**src/rtl/ndp_stream_sequencer.sv**
```systemverilog
// ndp_stream_sequencer: unpacks a 32-bit AXI-Stream of activation columns and
// weight rows into one K-step at a time, hands each step to the systolic array,
// and requests a result drain once the last K-step of a job is accepted.
module ndp_stream_sequencer #(
  parameter int WIDTH   = 16,
  parameter int A_ROWS  = 4,
  parameter int B_COLS  = 64,
  parameter int K_DEPTH = 21
) (
  input  logic                      clk,
  input  logic                      reset,
  input  logic [31:0]               s_axis_tdata,
  input  logic                      s_axis_tvalid,
  input  logic                      s_axis_tlast,
  output logic                      s_axis_tready,
  output logic [A_ROWS*WIDTH-1:0]   act_col,
  output logic [B_COLS*WIDTH-1:0]   wgt_row,
  output logic                      step_valid,
  output logic                      step_first,
  output logic                      step_last,
  input  logic                      step_ready,
  output logic                      drain_start,
  input  logic                      drain_done,
  output logic                      busy,
  output logic                      err_tlast,
  input  logic                      err_clr
);

  localparam int AW   = A_ROWS * WIDTH / 32;
  localparam int BW   = B_COLS * WIDTH / 32;
  localparam int MAXW = (AW > BW) ? AW : BW;
  localparam int WCW  = $clog2(MAXW + 1);
  localparam int KW   = $clog2(K_DEPTH + 1);

  // Column and row widths must split into whole 32-bit stream words.
  generate
    if (((A_ROWS * WIDTH) % 32) != 0 || ((B_COLS * WIDTH) % 32) != 0 ||
        AW < 1 || BW < 1 || K_DEPTH < 1) begin : g_param_check
      $error("ndp_stream_sequencer: A_ROWS*WIDTH and B_COLS*WIDTH must be nonzero multiples of 32");
    end
  endgenerate

  typedef enum logic [1:0] {RECV_A, RECV_B, ISSUE, DRAIN} state_t;

  state_t           state;
  logic [WCW-1:0]   word;
  logic [KW-1:0]    k;
  logic             accept;
  logic             last_col;
  logic             last_row;
  logic             final_k;
  logic             job_final;
  logic             err_set;

  assign s_axis_tready = (state == RECV_A) || (state == RECV_B);
  assign accept        = s_axis_tvalid && s_axis_tready;
  assign last_col      = (word == WCW'(AW - 1));
  assign last_row      = (word == WCW'(BW - 1));
  assign final_k       = (k == KW'(K_DEPTH - 1));
  assign job_final     = last_row && final_k;
  assign busy          = !((state == RECV_A) && (k == '0) && (word == '0));

  // Framing check: tlast must appear on exactly the job-final row beat.
  always_comb begin
    err_set = 1'b0;
    if (accept) begin
      if (state == RECV_A)
        err_set = s_axis_tlast;
      else if (state == RECV_B)
        err_set = job_final ? !s_axis_tlast : s_axis_tlast;
    end
  end

  // Main sequencer: receive column, receive row, issue step, drain at job end.
  always_ff @(posedge clk) begin
    if (reset) begin
      state       <= RECV_A;
      k           <= '0;
      word        <= '0;
      act_col     <= '0;
      wgt_row     <= '0;
      step_valid  <= 1'b0;
      step_first  <= 1'b0;
      step_last   <= 1'b0;
      drain_start <= 1'b0;
    end else begin
      case (state)
        RECV_A: begin
          if (accept) begin
            for (int w = 0; w < AW; w++)
              if (word == WCW'(w)) act_col[32*w +: 32] <= s_axis_tdata;
            if (s_axis_tlast) begin
              k    <= '0;
              word <= '0;
            end else if (last_col) begin
              state <= RECV_B;
              word  <= '0;
            end else begin
              word <= word + WCW'(1);
            end
          end
        end
        RECV_B: begin
          if (accept) begin
            for (int w = 0; w < BW; w++)
              if (word == WCW'(w)) wgt_row[32*w +: 32] <= s_axis_tdata;
            if (s_axis_tlast && !job_final) begin
              state <= RECV_A;
              k     <= '0;
              word  <= '0;
            end else if (last_row) begin
              state      <= ISSUE;
              word       <= '0;
              step_valid <= 1'b1;
              step_first <= (k == '0);
              step_last  <= final_k;
            end else begin
              word <= word + WCW'(1);
            end
          end
        end
        ISSUE: begin
          if (step_ready) begin
            step_valid <= 1'b0;
            step_first <= 1'b0;
            step_last  <= 1'b0;
            if (final_k) begin
              state       <= DRAIN;
              drain_start <= 1'b1;
            end else begin
              k     <= k + KW'(1);
              state <= RECV_A;
            end
          end
        end
        DRAIN: begin
          drain_start <= 1'b0;
          if (drain_done) begin
            state <= RECV_A;
            k     <= '0;
          end
        end
        default: state <= RECV_A;
      endcase
    end
  end

  // Sticky framing error; a new error outranks a simultaneous clear.
  always_ff @(posedge clk) begin
    if (reset)
      err_tlast <= 1'b0;
    else if (err_set)
      err_tlast <= 1'b1;
    else if (err_clr)
      err_tlast <= 1'b0;
  end

endmodule

```
**config.mk**
```make
export PLATFORM = sky130hd
export DESIGN_NAME = ndp_stream_sequencer
export DESIGN_NICKNAME = d
export VERILOG_FILES = /design/src/rtl/ndp_stream_sequencer.sv
export SDC_FILE = /design/constraint.sdc
export NUM_CORES = 2
export LEC_CHECK = 0
export ABC_AREA = 0
export CAP_MARGIN = 25
export CORE_AREA = 3 3 442 444
export DETAILED_ROUTE_END_ITERATION = 10
export DIE_AREA = 0 0 445 447
export PLACE_DENSITY = 0.43
export SYNTH_ARGS = -nofsm -noshare
export SYNTH_HDL_FRONTEND = slang
export SYNTH_SLANG_ARGS = --single-unit
```
**constraint.sdc**
```tcl
create_clock -name clk -period 2.21 [get_ports clk]
set_clock_uncertainty 0.1 [all_clocks]
set_input_delay 0.442 -clock clk [delete_from_list [all_inputs] [get_ports clk]]
set_output_delay 0.442 -clock clk [all_outputs]
set_load 0.02 [all_outputs]
```
==> reports/metrics.csv <==
metric;value;unit
critPathKind;flip-flop to primary output;
firstDrtPassIters;6;
final_cell_area;60300;um^2
leakage;26.6;nW
grt_pass1_vias;35700;
portBuffers;1133;
antenna_left;0;
vias;38600;
fmax;385;MHz
synth_seq_area_share;55.4;%
status;finished, violations left;
drt_first_iter_violations;2804;
antenna_found_initial;13;
worst_setup_path_end_kind;primary output;
hold_viol_final;0;
io_pins;1134;
fillCellCount;20500;
hold_class;primary input to flip-flop;
pwr-share-clk;50.9;%
grt_util_all_layers;21.3;%
clock_latency;0.77;ns
final_max_slew_viol_count;0;
finalCritPeriodShare;118;%
dp_slack;-0.491;ns
dpl.hpwl;146;mm
core_area;192000;um^2
netlist_instances;4904;
synth_edf_count;0;
area_growth;50.9;%
min_period;2.60;ns
ys_ff_latch;1106;
die_h;447;um
cts_buffers;136;
placed_area;55400;um^2
max-cap-violations;0;
rsz0062_at_grt;yes;
cts.sinks;1106;
power_density;751;nW/um^2
yosysUniqueCellTypes;56;
ir_drop;0.659;mV
syn-mean-instance-area;8.15;um^2
start_util;20.8;%
nets;6046;
p_int;34.3;mW
p_sw;11.0;mW
h-tree-depth;4;
finalSetupViolCount;188;
grt_start_max_net_pins;117;
die-area;199000;um^2
worst-path-max-fanout;3;
synth_nets;4951;
die_x;445;um
grt_pass1_wl;298;mm
swShare;24.2;%
place.gp.congestion;0.805;
syn_area;40000;um^2
worstMarginPinSlew;0.668;ns
hold_ws;0.0680;ns
critPathArrivalTime;2.06;ns
p_comb_share;4.9;%
drive_above_1_share;13.5;%
maxSlewHeadroom;55.4;%
synthFlopType;dfxtp_1;
power_frac_seq;44.2;%
utilization;31.4;%
vias_per_cell;4.47;
async_flop_share;0;%
remaining_drc_errors;0;
yosys_warnings;0;
wl;228;mm
grt_overflow;0;
fin_ws;-0.389;ns
clock_path_buffers;3;
startpoint_type;flip-flop;
violations;setup timing;
cp.required;1.67;ns
cts_tree;done;
clockRootBuffer;clkbuf_16;
placementRows;161;
power;45.3;mW
clk_pin_slew_worst_paths;0.05;ns
routedWlPerCell;26.4;um
Yosys cell counts, drive strengths merged (3+ instances only):
cell type | n | area, um^2
nor2 | 141 | 529
mux2i | 130 | 1300
nor4 | 14 | 259
or3b | 4 | 37.5
dfxtp | 1106 | 22100
nand2 | 1935 | 7260
a21oi | 968 | 4900
clkbuf | 295 | 1110
nor3 | 17 | 173
nand2b | 5 | 31.3
nand4 | 19 | 119
mux2 | 3 | 33.8
ha | 8 | 100
nor2b | 5 | 31.3
a311oi | 3 | 26.3
nand3 | 23 | 115
inv | 8 | 30.0
buf | 177 | 1410
xor2 | 3 | 26.3
and2 | 5 | 31.3
a211oi | 5 | 37.5
critical path, stage by stage (launching register included):
cell and delay, ns:
dfxtp_2 0.32, inv_2 0.06, ha_4 0.14, nor4b_4 0.25, buf_4 0.16, nand4_1 0.16
buf_6 0.19
metal layers:
metal | vias to the layer above | GRT usage [%] | part of all wire (%)
li1 | 18000 | - | -
met1 | 18900 | 24.7 | 39
met2 | 1364 | 36.9 | 49
met3 | 352 | 5.52 | 6.9
met4 | 2 | 9.12 | 4.4
met5 | - | 0 | 0.0048
stage by stage:
step	std cells	setup TNS, ns
detailed placement	8333	-185.07
CTS	8590	-0.492
global placement	8333	-185.84
global route	8632	-33.38
floorplan	4904	0
finish	8633	-16.96
power groups by stage:
stage / registers (mW) / clock network, mW / logic (mW)
floorplan: 20.5 / 0 / 0.830
global placement: 20.5 / 0 / 2.15
detailed placement: 20.5 / 0 / 2.15
CTS: 20.0 / 23.6 / 2.15
global route: 20.0 / 24.4 / 2.28
finish: 20.0 / 23.1 / 2.20
final timing paths:
check,cells after the start,slack (ns),endpoint,from
worst max register to register,11,-0.21,wgt_row[764],state[1]
worst min-delay path,3,0.07,wgt_row[123],s_axis_tdata[27]
worst min register to register,2,0.35,wgt_row[73],wgt_row[73]
worst max-delay path,6,-0.39,busy,k[1]
area by class of cell:
type,count,area [um^2],area share [%]
Sequential cell,1106,22100,36.7
Multi-Input combinational cell,3318,16300,27.1
Timing Repair Buffer,1429,14000,23.3
Clock buffer,194,4040,6.70
Tap cell,2526,3160,5.24
Clock inverter,46,539,0.894
Inverter,8,33.8,0.0560
Antenna cell,6,15.0,0.0249
logic make-up (layout without fill, tap and decap cells):
group / Yosys count / in the layout / synth area share, %
AND/OR/NAND/NOR: 2186 / 2186 / 21.9
flip-flops: 1106 / 1106 / 55.4
AO/OA/AOI/OAI: 987 / 987 / 12.6
buffers and inverters: 480 / 1677 / 6.37
multiplexers: 133 / 133 / 3.34
adder cells (fa/ha/maj): 8 / 8 / 0.251
XOR/XNOR: 4 / 4 / 0.0877
other: 0 / 6 / 0
placed cells by master (no fill, tap or decap), drive strengths merged, types with 17 or more instances in the layout:
cell	count
dlygate4sd2	1078
a21oi	968
buf	310
nor2	141
dfxtp	1106
nand4	19
nand2	1935
mux2i	130
nor3	17
clkbuf	205
nand3	23
clkinv	26
state kept, by name, summed over array words and instances, names as in the netlist:
name / cells
drain_start: 1
word: 6
k: 5
act_col: 64
step_first: 1
err_tlast: 1
state: 2
wgt_row: 1024
step_last: 1
step_valid: 1
what timing repair did:
action / CTS / global route
endpoints found under the hold margin: 73 / 0
cloned: 0 / 13
buffers inserted: 6 / 25
setup endpoints to repair: 1173 / 85
pin swaps: 4 / 65
resized for setup: 1133 / 259
hold buffers: 11 / 0
No activity file was read; power rests on OpenSTA's default activity.
